**config.mk**
```make
export PLATFORM = sky130hd
export DESIGN_NAME = spi_byte_master
export DESIGN_NICKNAME = d
export VERILOG_FILES = /design/src/rtl/spi_byte_master.sv
export SDC_FILE = /design/constraint.sdc
export NUM_CORES = 1
export LEC_CHECK = 0
export BUFFER_PORTS_ARGS = -buffer_cell sky130_fd_sc_hd__buf_2
export CAP_MARGIN = 20
export CORE_UTILIZATION = 45
export CTS_CLUSTER_DIAMETER = 150
export CTS_CLUSTER_SIZE = 40
export DETAILED_ROUTE_END_ITERATION = 6
export MAX_ROUTING_LAYER = met4
export PLACE_DENSITY = 0.66
export SYNTH_ARGS = -nofsm -noshare
export SYNTH_HDL_FRONTEND = slang
export SYNTH_SLANG_ARGS = --single-unit
```
**constraint.sdc**
```tcl
create_clock -name clk -period 2.53 [get_ports clk]
set_input_delay 0.253 -clock clk [delete_from_list [all_inputs] [get_ports clk]]
set_output_delay 0.253 -clock clk [all_outputs]
set_load 0.005 [all_outputs]
```
**src/rtl/spi_byte_master.sv**
```systemverilog
// Byte-level SPI master: serialises one byte on MOSI while capturing MISO, all four SPI modes.
// Optional `SPI_LSB_FIRST_EN selects LSB-first bit order; default is MSB first.
module spi_byte_master #(
  parameter int CLKS_PER_HALF_BIT = 2,
  parameter int SPI_MODE          = 0
) (
  input  logic       clk,
  input  logic       rst,
  input  logic [7:0] i_tx_byte,
  input  logic       i_tx_dv,
  output logic       o_tx_ready,
  output logic [7:0] o_rx_byte,
  output logic       o_rx_dv,
  output logic       o_spi_clk,
  output logic       o_spi_mosi,
  input  logic       i_spi_miso
);

  localparam bit CPOL = 1'((SPI_MODE >> 1) & 1);
  localparam bit CPHA = 1'(SPI_MODE & 1);
  localparam int HW   = (CLKS_PER_HALF_BIT < 2) ? 1 : $clog2(CLKS_PER_HALF_BIT);
  localparam logic [HW-1:0] HALF_MAX = HW'(CLKS_PER_HALF_BIT - 1);

  generate
    if (CLKS_PER_HALF_BIT < 2) begin : g_bad_half_bit
      $error("spi_byte_master: CLKS_PER_HALF_BIT must be 2 or more");
    end
  endgenerate

  typedef enum logic [1:0] {IDLE, SHIFT, DONE} state_t;

  state_t        state;
  logic [HW-1:0] half_cnt;
  logic [4:0]    edge_cnt;
  logic [7:0]    tx_shift;
  logic [7:0]    rx_shift;

  logic       tx_bit;
  logic [7:0] tx_next;
  logic [7:0] rx_next;
  logic [4:0] next_edge;
  logic       first_cycle;

`ifdef SPI_LSB_FIRST_EN
  assign tx_bit  = tx_shift[0];
  assign tx_next = {1'b0, tx_shift[7:1]};
  assign rx_next = {i_spi_miso, rx_shift[7:1]};
`else
  assign tx_bit  = tx_shift[7];
  assign tx_next = {tx_shift[6:0], 1'b0};
  assign rx_next = {rx_shift[6:0], i_spi_miso};
`endif

  assign next_edge   = edge_cnt + 5'd1;
  assign first_cycle = (edge_cnt == 5'd0) && (half_cnt == '0);

  always_ff @(posedge clk) begin
    if (rst) begin
      state      <= IDLE;
      o_tx_ready <= 1'b1;
      o_rx_dv    <= 1'b0;
      o_rx_byte  <= 8'h00;
      o_spi_clk  <= CPOL;
      o_spi_mosi <= 1'b0;
      half_cnt   <= '0;
      edge_cnt   <= 5'd0;
      tx_shift   <= 8'h00;
      rx_shift   <= 8'h00;
    end else begin
      o_rx_dv <= 1'b0;
      case (state)
        IDLE: begin
          if (i_tx_dv) begin
            tx_shift   <= i_tx_byte;
            o_tx_ready <= 1'b0;
            half_cnt   <= '0;
            edge_cnt   <= 5'd0;
            state      <= SHIFT;
          end
        end
        SHIFT: begin
          // CPHA=0 must present the first bit before the first leading edge
          if (!CPHA && first_cycle) begin
            o_spi_mosi <= tx_bit;
            tx_shift   <= tx_next;
          end
          if (half_cnt == HALF_MAX) begin
            half_cnt  <= '0;
            o_spi_clk <= ~o_spi_clk;
            edge_cnt  <= next_edge;
            if (next_edge[0]) begin
              if (CPHA) begin
                o_spi_mosi <= tx_bit;
                tx_shift   <= tx_next;
              end else begin
                rx_shift <= rx_next;
              end
            end else begin
              if (CPHA) begin
                rx_shift <= rx_next;
              end else if (next_edge != 5'd16) begin
                o_spi_mosi <= tx_bit;
                tx_shift   <= tx_next;
              end
            end
            if (next_edge == 5'd16) state <= DONE;
          end else begin
            half_cnt <= half_cnt + 1'b1;
          end
        end
        DONE: begin
          o_rx_dv    <= 1'b1;
          o_rx_byte  <= rx_shift;
          o_tx_ready <= 1'b1;
          state      <= IDLE;
        end
        default: state <= IDLE;
      endcase
    end
  end

endmodule

```
=== Yosys cells after proc, flatten, opt, wreduce, memory -nomap -nowiden ===
Index checks and enable logic that the tools add are counted.

* Register bits: 36
* Latch bits: 0
* Bits in writable memories: 0
* Memory bits (read-only): 0
* Word-level logic and storage cells: 54
* Memories kept: 0

* Add/sub/neg operators: 2
* Multipliers: 0
* Div/mod/pow operators: 0
* $lt $le $gt $ge: 0
* Equality and inequality tests: 7
* Shift operators: 0
* Mux-type cells: 22
* Bitwise logic cells: 2
* Reductions and logical operators: 11

{| class="wikitable"
|+ Operators by type and width
! kind !! number
|-
| 2-to-1 mux 8 bit || 5
|-
| one-hot mux 8 bit (2 select lines) || 1
|-
| 2-to-1 mux 5 bit || 2
|-
| one-hot mux 5 bit (2 select lines) || 1
|-
| AND reduction 3 bit || 3
|-
| 2-to-1 mux 1 bit || 7
|-
| 2-to-1 mux 2 bit || 3
|-
| != test 2 bit (second input constant) || 3
|-
| AND reduction 2 bit || 3
|-
| adder 5 x 1 -> 5 bit (second input constant) || 1
|-
| == test 5 bit (second input constant) || 1
|-
| logical NOT 5 bit || 1
|-
| != test 5 bit (second input constant) || 1
|-
| one-hot mux 1 bit (2 select lines) || 2
|-
| one-hot mux 2 bit (2 select lines) || 1
|-
| nonzero test 2 bit || 2
|-
| == test 2 x 1 -> 1 bit (second input constant) || 1
|-
| == test 2 bit (second input constant) || 1
|-
| logical NOT 2 bit || 1
|-
| inverter 1 bit || 2
|-
| adder 1 bit (second input constant) || 1
|-
| logical AND 1 bit || 1
|}

=== Logic depth before layout (Yosys ltp) ===
* Depth in word-level cells: 7
* Gate-level depth with buffers: 7

=== Worst setup path after synthesis ===
OpenSTA, ideal clock, no wires.

* Path type: reg2reg
* Start: register edge_cnt[0]
* End: register tx_shift[1]
* Data arrival time: 1691 ps
* Required time: 2408 ps
* Slack: 717 ps
* Stages on the path, launching flop included: 8
* Path buffers: 1
* Clock period less this slack: 1813 ps
* Path through: dfxtp_1 -> clkbuf_1 -> inv_1 -> ha_1 -> or4b_4 -> o211ai_2 -> o211ai_1 -> a221o_1

* Longest elaborated chain between the ends: 7

{| class="wikitable"
|+ RTL lines
! item !! RTL line !! text
|-
| from (decl) || 34 || <nowiki>logic [4:0] edge_cnt;</nowiki>
|-
| from (signal assigned) || 90 || <nowiki>edge_cnt <= next_edge;</nowiki>
|-
| parallel branches: the longest is 5 deep, another holds adder 5 x 1 -> 5 bit || - ||
|-
| 2-to-1 mux 8 bit (*) || 87 || <nowiki>if (half_cnt == HALF_MAX) begin</nowiki>
|-
| one-hot mux 8 bit (2 select lines) (*) || 71 || <nowiki>case (state)</nowiki>
|-
| to (signal assigned) || 74 || <nowiki>tx_shift <= i_tx_byte;</nowiki>
|-
| to (signal assigned) || 94 || <nowiki>tx_shift <= tx_next;</nowiki>
|-
| to (signal assigned) || 103 || <nowiki>tx_shift <= tx_next;</nowiki>
|-
| to (decl) || 35 || <nowiki>logic [7:0] tx_shift;</nowiki>
|}

Mark *: on every way between the ends.
A chain may end at the register's enable or synchronous reset.

=== Final worst setup path ===
Same ends and word-level chain as after synthesis.

==> impl_metrics.json <==
{
  "fin_nets": 263,
  "worst_clock_skew_ps": 9.073,
  "routed_wire_per_std_cell_um": 13.52,
  "critical_path.reg2reg.endpoint": "tx_shift[1]$_SDFFE_PP0P_",
  "cpMaxStageDelayCell": "dfxtp_1",
  "clock_tree.htree_level_count": 2,
  "critical-path-top-delay-family": "simple AND/OR/NAND/NOR gates",
  "synth_fp_nets": 245,
  "setup.worst_path.end_class": "flip-flop",
  "drt-pass1-iter-count": 4,
  "synth_sequential_area_ratio": 0.3924,
  "post-synth-top-area-fraction": 0.3924,
  "crit_required_ps": 2710,
  "gr-usage-met2": 0.3253,
  "fillers": 361,
  "cts_tree": "yes",
  "gr-usage-met3": 0.06552,
  "grt_util_all_layers": 0.2221,
  "use_met1": 0.2787,
  "netlist_area_um2": 1837,
  "cp.arrival_ps": 2060,
  "maximum_vdd_drop_mv": 0.2641,
  "timing_hold_violations_final": 0,
  "worst_setup_hold_path_clk_slew_ps": 70,
  "floorplan.rows": 22,
  "post_synthesis_instance_total": 231,
  "hold_path_startpoint": "i_spi_miso",
  "final_area_um2": 2053,
  "power.density_cell_area_nw_per_um2": 553.6,
  "grt_first_pass_wirelength_mm": 7.182,
  "rr_worst_depth": 6,
  "n_antenna_cell": 0,
  "yosys_warnings": 0,
  "postCtsResizedCells": 0,
  "cp_cell_sequence": "inv_1 -> ha_1 -> nor4b_4 -> a22oi_2 -> and2_4 -> a221o_1",
  "final_period_minus_worst_setup_slack_ps": 1875,
  "design.die.area_um2": 4341,
  "layout_commonest_cell": "nand2_1",
  "floorplan.core_area_um2": 3799,
  "grt_antenna_before_repair": 0,
  "route.detailed.vias_per_inst": 5.648,
  "global_route.overflow_total": 0,
  "via_count_of_the_first_global_routing_pass": 1551,
  "ys_dominant_reg_cell": "dfxtp_1",
  "synth-edff-count": 0,
  "mostFrequentLayoutCells": "37 x nand2_1, 36 x dfxtp_1, 35 x a21oi_1",
  "max_cap_viol_count": 0,
  "syn-mean-instance-area_um2": 7.951,
  "design.portCount": 24,
  "fin_tns_setup_ps": 0,
  "antenna_violating_nets_post_route": 0,
  "route.detailed.drc": 0,
  "areaGrowthSynthToFinish_pct": 11.78,
  "cts_root_buffer": "clkbuf_8",
  "slowest_delay_ps": 400,
  "timing.final.crit_share": 0.7413,
  "critPathLaunchType": "flip-flop",
  "placement.io_buffers": 23,
  "rsz_0062_raised_after_global_routing": "false",
  "worstHoldEndpoint": "rx_shift[0]$_SDFFE_PP0P_",
  "cts_post_setup_buffers_inserted": 0,
  "worst_r2r_startpoint": "edge_cnt[0]$_SDFFE_PP0P_",
  "async_set_or_reset_register_ratio_after_synthesis": 0,
  "sequential_cell_area_um2": 720.7,
  "timing.final.setup_violations": 0,
  "die-height_um": 65.89,
  "place_congestion": 0.8828,
  "maxSlewViolCount": 0,
  "chipWidth_um": 65.89,
  "numCtsBuffers": 5,
  "buffers_and_inverters_on_the_worst_path": 1,
  "initialDrtViolationCount": 85,
  "starting_density_of_the_core": 0.4835,
  "vias": 1683,
  "dp_hpwl_mm": 2.854,
  "grt.busiest_layer": "met2",
  "maxSlewHeadroom": 0.5958,
  "clock_sinks": 36,
  "post_synthesis_cell_type_with_the_largest_combined_area": "dfxtp_1",
  "cp-startpoint": "edge_cnt[0]$_SDFFE_PP0P_",
  "fraction_of_final_layout_cells_with_drive_strength_greater_than_1": 0.1600,
  "synth.top_cells.by_area": "dfxtp_1 39%, a21oi_1 9.5%, nand2_1 7.6%, nand3_1 3.3%, nor3_1 2.5%",
  "cts-hold-fix-buffers": 0,
  "crit_fanout": 9,
  "netlist-cell-type-count": 47,
  "achievable-frequency_mhz": 533.2,
  "worst_hold_path_type": "primary input to flip-flop",
  "cellLeakagePower_nw": 0.7905,
  "grt_max_degree": 30,
  "worst_skew_pair.late_latency_ps": 290,
  "total_wirelength_of_the_detailed_routed_design_mm": 4.028,
  "regToRegSetupSlack_ps": 650,
  "multi_input_area_um2": 1010,
  "clk_path_buf_depth": 2,
  "timing.hold.worst_path_depth": 3,
  "critPathKind": "flip-flop to flip-flop",
  "synth_seq_cells": 36,
  "worstMarginPinSlew_ps": 604.9,
  "placedInstanceArea_um2": 1966,
  "outcome": "complete, no violations"
}
[state kept, by name, summed over array words and instances, names as in the netlist]
register    count
edge_cnt        5
half_cnt        1
o_rx_byte       8
o_rx_dv         1
o_spi_clk       1
o_spi_mosi      1
o_tx_ready      1
rx_shift        8
state           2
tx_shift        8
[logic make-up (layout without fill, tap and decap cells)]
family                   count (synthesis)  count (layout)  synth area share
AND/OR/NAND/NOR                         99              99            0.2902
AO/OA/AOI/OAI                           63              63            0.2194
flip-flops                              36              36            0.3924
buffers and inverters                   26              45           0.05791
multiplexers                             4               4           0.02180
adder cells (fa/ha/maj)                  2               2           0.01362
XOR/XNOR                                 1               1          0.004769
[stage by stage]
step | setup slack [ps] | std cells | hold WS, ps | util | power, W
after floorplan | 717.5 | 231 | 389.0 | - | 0.0007083
after global placement | 684.5 | 290 | 440.1 | 0.5175 | 0.0007442
after detailed placement | 667.1 | 290 | 444.7 | 0.5175 | 0.0007429
after CTS | 640.7 | 298 | 197.6 | 0.5405 | 0.001146
after global routing | 491.7 | 298 | 191.5 | 0.5405 | 0.001197
final | 654.6 | 298 | 200.6 | 0.5405 | 0.001137
[cell usage after synthesis, types with 2 or more instances]
| cell | instances |
|---|---|
| o41ai_1 | 3 |
| a211oi_1 | 4 |
| o211ai_1 | 4 |
| nor2b_1 | 2 |
| mux2i_1 | 4 |
| a311oi_1 | 2 |
| ha_1 | 2 |
| o21ai_0 | 2 |
| and2_1 | 3 |
| buf_1 | 2 |
| a21oi_1 | 35 |
| nand3_1 | 12 |
| inv_1 | 12 |
| buf_2 | 4 |
| nor3b_1 | 2 |
| or4bb_1 | 2 |
| nand2_1 | 37 |
| dfxtp_1 | 36 |
| nand2b_1 | 5 |
| clkbuf_1 | 7 |
| nor2_1 | 11 |
| nand3b_1 | 4 |
| a21o_1 | 4 |
| nor3_1 | 9 |
[worst reg2reg max path: stages, from the launching register on]
cell     delay [ps]
dfxtp_1         400
inv_1           120
ha_1            160
nor4b_4         370
a22oi_2         200
and2_4          210
a221o_1         300
[cell type report]
class,instances,share of cell area
Multi-Input combinational cell,169,0.4918
Sequential cell,36,0.3510
Timing Repair Buffer,25,0.06338
Clock buffer,5,0.03352
Tap cell,48,0.02925
Inverter,12,0.02194
Clock inverter,3,0.009141
[where the power goes]
part	internal, W	leakage, nW	total (W)	switching [W]
logic	0.0000550	0.450	0.000128	0.0000732
registers	0.000584	0.293	0.000604	0.0000202
clock network	0.000192	0.0479	0.000405	0.000213
[metal layers]
layer	vias to the layer above	share of wire
li1	852	-
met1	767	0.48
met2	54	0.45
met3	10	0.054
met4	0	0.018
met5	-	0
[how the worst max path moves through the flow]
stage,to,slack [ps],cells after the start
2_1_floorplan,tx_shift[1]$_SDFFE_PP0P_,720,7
3_3_place_gp,tx_shift[1]$_SDFFE_PP0P_,680,6
3_5_place_dp,tx_shift[1]$_SDFFE_PP0P_,670,6
4_1_cts,tx_shift[1]$_SDFFE_PP0P_,640,6
5_1_grt,tx_shift[2]$_SDFFE_PP0P_,490,6
6_report,tx_shift[1]$_SDFFE_PP0P_,650,6
Note: power is estimated with default switching activity, not from simulation.
